File: config.mk
export PLATFORM = sky130hd
export DESIGN_NAME = matbi_watch_ctrl
export DESIGN_NICKNAME = d
export VERILOG_FILES = /design/src/rtl/matbi_watch_pkg.sv /design/src/rtl/matbi_wrap_cnt.sv /design/src/rtl/matbi_watch_ctrl.sv
export SDC_FILE = /design/constraint.sdc
export NUM_CORES = 1
export LEC_CHECK = 0
export ABC_AREA = 1
export CAP_MARGIN = 20
export CELL_PAD_IN_SITES_DETAIL_PLACEMENT = 0
export CELL_PAD_IN_SITES_GLOBAL_PLACEMENT = 1
export CORE_UTILIZATION = 37
export DETAILED_ROUTE_END_ITERATION = 10
export GPL_ROUTABILITY_DRIVEN = 0
export GPL_TIMING_DRIVEN = 1
export MAX_ROUTING_LAYER = met4
export PLACE_DENSITY = 0.83
export SLEW_MARGIN = 10
export SYNTH_ARGS = -nofsm -noshare
export SYNTH_HDL_FRONTEND = slang
export SYNTH_HIERARCHICAL = 1
export SYNTH_SLANG_ARGS = --single-unit
export TNS_END_PERCENT = 100
File: constraint.sdc
create_clock -name clk -period 4.4 [get_ports clk]
set_input_delay 0.88 -clock clk [delete_from_list [all_inputs] [get_ports clk]]
set_output_delay 0.88 -clock clk [all_outputs]
set_load 0.05 [all_outputs]
File: src/rtl/matbi_watch_pkg.sv
// Shared encodings and default limits for the watch controller.
// The FSM states and field selectors are kept as plain 2-bit constants.
package matbi_watch_pkg;
    localparam logic [1:0] ST_IDLE  = 2'd0;
    localparam logic [1:0] ST_RUN   = 2'd1;
    localparam logic [1:0] ST_PAUSE = 2'd2;
    localparam logic [1:0] ST_SET   = 2'd3;

    localparam logic [1:0] FLD_SEC  = 2'd0;
    localparam logic [1:0] FLD_MIN  = 2'd1;
    localparam logic [1:0] FLD_HOUR = 2'd2;

    localparam int DEF_SEC_MAX  = 59;
    localparam int DEF_HOUR_MAX = 23;
    localparam int SEC_W        = 6;
    localparam int HOUR_W       = 5;

    // Set-mode field selection cycles sec -> min -> hour -> sec.
    function automatic logic [1:0] next_field(input logic [1:0] f);
        return (f == FLD_HOUR) ? FLD_SEC : f + 2'd1;
    endfunction
endpackage

File: src/rtl/matbi_wrap_cnt.sv
// Wrapping counter for a single time field. wrap flags a step request
// that lands on MAX, so the caller can build the carry chain from it.
module matbi_wrap_cnt #(
    parameter int W   = 6,
    parameter int MAX = 59
) (
    input  logic         clk,
    input  logic         reset,
    input  logic         inc,
    input  logic         carry_in_en,
    output logic [W-1:0] value,
    output logic         wrap
);
    localparam logic [W-1:0] MAX_V = W'(MAX);

    logic [W-1:0] value_q, value_d;

    assign wrap  = inc && (value_q == MAX_V);
    assign value = value_q;

    always_comb begin
        value_d = value_q;
        if (inc && carry_in_en)
            value_d = (value_q == MAX_V) ? '0 : value_q + 1'b1;
    end

    always_ff @(posedge clk) begin
        if (reset) value_q <= '0;
        else       value_q <= value_d;
    end
endmodule

File: src/rtl/matbi_watch_ctrl.sv
// Watch controller: run/pause/set FSM driving three wrapping time fields.
// State change and time update are both decided from the pre-edge state.
module matbi_watch_ctrl #(
    parameter int P_SEC_MAX  = matbi_watch_pkg::DEF_SEC_MAX,
    parameter int P_HOUR_MAX = matbi_watch_pkg::DEF_HOUR_MAX
) (
    input  logic       clk,
    input  logic       reset,
    input  logic       i_start,
    input  logic       i_stop,
    input  logic       i_set,
    input  logic       i_btn_inc,
    input  logic       i_one_sec_tick,
    input  logic       i_btn_tick,
    output logic       o_run_en,
    output logic [1:0] o_state,
    output logic [1:0] o_field,
    output logic [5:0] o_sec,
    output logic [5:0] o_min,
    output logic [4:0] o_hour
);
    import matbi_watch_pkg::*;

    logic [1:0] state_q, state_d;
    logic [1:0] field_q, field_d;
    logic       run_en_q;
    logic       btn_q;
    logic       run_tick, set_inc, cnt_en;
    logic       sec_inc, min_inc, hour_inc;
    logic       sec_wrap, min_wrap, hour_wrap;

    always_comb begin
        state_d = state_q;
        field_d = field_q;
        case (state_q)
            ST_IDLE:
                if (i_start) state_d = ST_RUN;
            ST_RUN:
                if (i_stop) state_d = ST_PAUSE;
                else if (i_set) begin
                    state_d = ST_SET;
                    field_d = FLD_SEC;
                end
            ST_PAUSE:
                if (i_set) begin
                    state_d = ST_SET;
                    field_d = FLD_SEC;
                end else if (i_start) state_d = ST_RUN;
            default:
                if (i_set) field_d = next_field(field_q);
                else if (i_start) state_d = ST_RUN;
        endcase
    end

    // Rising edge, or an auto-repeat tick while still held: never both counted.
    assign set_inc  = (state_q == ST_SET) && i_btn_inc && (!btn_q || i_btn_tick);
    assign run_tick = (state_q == ST_RUN) && i_one_sec_tick;
    assign cnt_en   = (state_q == ST_RUN) || (state_q == ST_SET);

    assign sec_inc  = run_tick || (set_inc && field_q == FLD_SEC);
    assign min_inc  = (run_tick && sec_wrap) || (set_inc && field_q == FLD_MIN);
    assign hour_inc = (run_tick && sec_wrap && min_wrap) || (set_inc && field_q == FLD_HOUR);

    matbi_wrap_cnt #(.W(SEC_W), .MAX(P_SEC_MAX)) u_sec (
        .clk(clk), .reset(reset), .inc(sec_inc), .carry_in_en(cnt_en),
        .value(o_sec), .wrap(sec_wrap)
    );
    matbi_wrap_cnt #(.W(SEC_W), .MAX(P_SEC_MAX)) u_min (
        .clk(clk), .reset(reset), .inc(min_inc), .carry_in_en(cnt_en),
        .value(o_min), .wrap(min_wrap)
    );
    matbi_wrap_cnt #(.W(HOUR_W), .MAX(P_HOUR_MAX)) u_hour (
        .clk(clk), .reset(reset), .inc(hour_inc), .carry_in_en(cnt_en),
        .value(o_hour), .wrap(hour_wrap)
    );

    always_ff @(posedge clk) begin
        if (reset) begin
            state_q  <= ST_IDLE;
            field_q  <= FLD_SEC;
            run_en_q <= 1'b0;
            btn_q    <= 1'b0;
        end else begin
            state_q  <= state_d;
            field_q  <= field_d;
            run_en_q <= (state_d == ST_RUN) || (state_d == ST_SET);
            btn_q    <= i_btn_inc;
        end
    end

    assign o_state  = state_q;
    assign o_field  = field_q;
    assign o_run_en = run_en_q;

    // Top-level carry out of the hour field has no consumer.
    logic unused_hour_wrap;
    assign unused_hour_wrap = hour_wrap;
endmodule

# --- Yosys cells after proc, flatten, opt, wreduce, memory -nomap -nowiden ---
# Index checks and enable logic that the tools add are counted.
op_classes:
  addsub: 4
  n_eq_ne: 11
  mux: 14
  n_bitwise: 1
  n_reduce_logical: 24
op_table:
  columns: ["op", "n"]
  rows:
  - ["$mux 2", 9]
  - ["$logic_and 1x1->1", 13]
  - ["$add 6x1->6 const B", 2]
  - ["$eq 6x6->1 const B", 2]
  - ["$mux 6", 2]
  - ["$pmux 2 s3", 2]
  - ["$eq 2x2->1 const B", 4]
  - ["$eq 2x1->1 const B", 3]
  - ["$logic_or 1x1->1", 6]
  - ["$add 5x1->5 const B", 1]
  - ["$eq 5x5->1 const B", 1]
  - ["$mux 5", 1]
  - ["$logic_not 2->1", 2]
  - ["$reduce_and 3->1", 1]
  - ["$reduce_bool 3->1", 1]
  - ["$add 2x1->2 const B", 1]
  - ["$ne 2x2->1 const B", 1]
  - ["$logic_not 1->1", 1]
  - ["$not 1->1", 1]
totals:
  regBits: 23
  inputBits: 8
  output_inout_bits: 22

# --- Depth between registers and ports, before layout ---
logic_depth:
  word_depth: 12
  ltp_mapped: 15
  depth_no_buf: 15

# --- Modules after synthesis ---
# The synthesis kept the hierarchy.
by_module_without_submodules:
  columns: ["module", "n_inst", "cells_each", "area_per_inst_um2", "seq_area_each_um2"]
  rows:
  - ["matbi_wrap_cnt (u_min ...)", 2, 49, 330.3, 120.1]
  - ["matbi_watch_ctrl", 1, 76, 464.2, 100.1]
  - ["matbi_wrap_cnt (u_hour)", 1, 40, 264.0, 100.1]

# --- Least setup slack after synthesis ---
# No wires, ideal clock.
synth_timing:
  kind: "reg-to-reg"
  start: "reg (tool-made name)"
  end: "reg u_hour.value_q[3] (netlist: u_hour/value[3])"
  setup_ns: 0.112
  t_arrival_ns: 2.526
  required_time_ns: 4.288
  slack_ns: 1.762
  path_stages_with_launch: 15
  n_path_buf: 0
  path_cell_list: "dfxtp_1 ha_1 o211ai_1 o21ai_0 and3_1 nand3_1 o21ai_0 and3_1 inv_1 o22ai_1 nand2_2 nor2_1 nand3_1 nand2_1 nor2_1"
synth_rtl:
  columns: ["element", "line_no", "text"]
  rows:
  - ["to (signal assigned)", "matbi_wrap_cnt.sv:29", "else value_q <= value_d;"]
  - ["to (decl)", "matbi_wrap_cnt.sv:16", "logic [W-1:0] value_q, value_d;"]

# --- Worst setup path in the final report ---
layout_timing:
  start: "in i_btn_inc"
  end: "reg u_hour.value_q[3] (netlist: u_hour/value[3])"
layout_between:
  elab_chain_len: 11
layout_lines:
  columns: ["element", "line_no", "text"]
  rows:
  - ["from (decl)", "matbi_watch_ctrl.sv:12", "input logic i_btn_inc,"]
  - ["$logic_and 1x1->1 (2 in series)", "matbi_watch_ctrl.sv:56", "assign set_inc = (state_q == ST_SET) && i_btn_inc && (!btn_q || i_btn_tick);"]
  - ["$logic_and 1x1->1", "matbi_watch_ctrl.sv:60", "assign sec_inc = run_tick || (set_inc && field_q == FLD_SEC);"]
  - ["$logic_or 1x1->1", "matbi_watch_ctrl.sv:60", null]
  - ["via sec_inc", "matbi_watch_ctrl.sv:29", "logic sec_inc, min_inc, hour_inc;"]
  - ["$logic_and 1x1->1", "matbi_wrap_cnt.sv:18", "assign wrap = inc && (value_q == MAX_V);"]
  - ["via sec_wrap", "matbi_watch_ctrl.sv:30", "logic sec_wrap, min_wrap, hour_wrap;"]
  - ["$logic_and 1x1->1", "matbi_watch_ctrl.sv:61", "assign min_inc = (run_tick && sec_wrap) || (set_inc && field_q == FLD_MIN);"]
  - ["$logic_or 1x1->1", "matbi_watch_ctrl.sv:61", null]
  - ["via min_inc", "matbi_watch_ctrl.sv:29", null]
  - ["$logic_and 1x1->1", "matbi_wrap_cnt.sv:18", null]
  - ["via min_wrap", "matbi_watch_ctrl.sv:30", null]
  - ["$logic_and 1x1->1", "matbi_watch_ctrl.sv:62", "assign hour_inc = (run_tick && sec_wrap && min_wrap) || (set_inc && field_q == FLD_HOUR);"]
  - ["$logic_or 1x1->1", "matbi_watch_ctrl.sv:62", null]
  - ["via hour_inc", "matbi_watch_ctrl.sv:29", null]
  - ["$logic_and 1x1->1", "matbi_wrap_cnt.sv:23", "if (inc && carry_in_en)"]
# The timed path passes the listed nets, and every way through them passes these cells.
# A chain may end at the register's enable or synchronous reset.

==> flow_summary.yaml <==
clock_tree:
  cts_tree: "built"
  root_buffer: "clkbuf_8"
  cts_buffer_depth: 2
  htree_num_levels: 1
  postCtsSetupBuffers: 0
  clk_latency_ns: 0.26
  clkTransAtPathRegs_ns: 0.08
  cts_sinks: 22
  cts_resized: 0
  holdBufCountCts: 0
  cts_buffers: 3
power_and_ir_drop:
  powerDensity_nw_per_um2: 428
  p_leak_nw: 0.779
  total_power_uw: 755
  vdd.ir_drop.worst_mv: 0.343
layout:
  num_antenna_cells: 0
  ff_latch_area_um2: 440
  drive_gt1_share_pct: 9.84
  multi_input_area_um2: 785
  final_common_cell: "nand2_1"
  fin_cells: 290
  nFillCells: 387
  finish.instance_area_um2: 1760
  nets: 263
  final_cell_mix: "nand2_1 (44), inv_1 (33), nor2_1 (31)"
  synthToLayoutAreaGrowth_pct: 27.6
die:
  die_y_um: 63.1
  coreArea_um2: 3470
  die_w_um: 63.1
  io_pins: 30
  die_area_um2: 3990
  rows: 21
  initial_core_util_pct: 39.9
logic_synthesis:
  yosys_warnings: 6
  syn_inst: 213
  synth_nets: 230
  synth_area_um2: 1380
  postSynthAreaPerCell_um2: 6.49
place:
  portBuffers: 29
  dp_worst_setup_slack_ns: 1.23
  dpl.hpwl_um: 2170
  dpl.cell_count: 287
  postPlaceCellArea_um2: 1720
critical_path:
  worstSetupPathType: "in -> reg"
  cp.arrival_ns: 3.08
  crit_start: "i_btn_inc"
  endpoint_kind: "flop"
  cp_max_fo: 6
  r2r_cells: 14
  critical_path_required_ns: 4.57
  r2r-end: "u_hour/value[3]$_SDFFE_PP0P_"
  start_kind: "input pin"
  setup.worst_path.end: "u_hour/value[3]$_SDFFE_PP0P_"
  r2r_setup_slack_ns: 1.84
detailed_routing:
  vias: 1336
  avgRoutedWirePerCell_um: 9.68
  drc: 0
  vias_per_cell: 4.61
  ant_nets: 0
  firstDrtPassIters: 4
  drt-initial-drc-count: 60
  wirelength_um: 2810
flow_run:
  maxCapViolCount: 0
timing:
  drv_slew: 0
  hold_viol_final: 0
  fin_worst_skew_ns: 0.00565
  fin_crit_ns: 2.91
  rsz0062_at_grt: "no"
  finalSetupViolCount: 0
  fin_ws_ns: 1.49
  period_share_pct: 66.2
  max_slew_margin_pct: 67.1
  tns_ns: 0
  worst_pin_slew_ns: 0.492
  clock.fmax_ghz: 0.343
global_route:
  grt_pass1_vias: 1182
  grt_overflow_total: 0
  grt_first_pass_wirelength_um: 4890
  grt_max_degree: 12
  antenna_found_initial: 0
  grtUsageTotal_pct: 15.5
hold_path:
  hp-class: "reg -> reg"
run_status:
  status: "complete, no violations"
## report_power, final
group / internal, mW / switching [mW] / total (mW) / leakage (nW)
combinational: 0.131 / 0.245 / 0.376 / 0.579
clock: 0.0611 / 0.0652 / 0.126 / 0.0216
sequential: 0.221 / 0.0315 / 0.253 / 0.178
total: 0.413 / 0.342 / 0.755 / 0.779
## final cells by class
type | instances | area share, %
Clock buffer | 3 | 2.34
Inverter | 40 | 8.51
Multi-Input combinational cell | 150 | 44.5
Sequential cell | 22 | 25.0
Tap cell | 46 | 3.26
Timing Repair Buffer | 29 | 16.5
## routing by layer
metal / GRT usage [%] / vias to the layer above / wire length, um
met5: - / - / 0
met4: 5.23 / 0 / 29
met3: 2.72 / 4 / 109
met2: 24.3 / 21 / 1230
met1: 19.9 / 581 / 1440
li1: - / 730 / -
## worst max-delay path: stages
cell and delay (ns):
clkdlybuf4s50_1 0.47, o211ai_1 0.13, o21ai_0 0.27, and3_1 0.20, nand3_1 0.09, o21ai_0 0.14
and3_1 0.20, inv_1 0.04, o22ai_1 0.22, nand2_2 0.15, inv_2 0.10, nand3_1 0.07
nand2_1 0.07, nor2_1 0.05
## worst min-delay path by stage
stage                     slack [ns]  depth (start not counted)                         start                            to
final                           0.48                          2  u_hour/value[2]$_SDFFE_PP0P_  u_hour/value[2]$_SDFFE_PP0P_
after global routing            0.50                          2  u_hour/value[2]$_SDFFE_PP0P_  u_hour/value[2]$_SDFFE_PP0P_
after CTS                       0.48                          2  u_hour/value[2]$_SDFFE_PP0P_  u_hour/value[2]$_SDFFE_PP0P_
after detailed placement        0.47                          2  u_hour/value[2]$_SDFFE_PP0P_  u_hour/value[2]$_SDFFE_PP0P_
after global placement          0.47                          2  u_hour/value[2]$_SDFFE_PP0P_  u_hour/value[2]$_SDFFE_PP0P_
after floorplan                 0.68                          2  u_hour/value[2]$_SDFFE_PP0P_  u_hour/value[2]$_SDFFE_PP0P_
## sequential cells by signal, summed over array words and instances (netlist names), named ones only
signal and cells:
u_min/value 6, u_sec/value 6, u_hour/value 5, o_field 2
btn_q 1
## metrics by stage
step	util [%]	hold slack [ns]
global placement	49.7	0.469
finish	50.9	0.478
floorplan	-	0.681
global route	50.9	0.503
CTS	50.9	0.482
detailed placement	49.7	0.469
(Power assumes the default switching activity.)
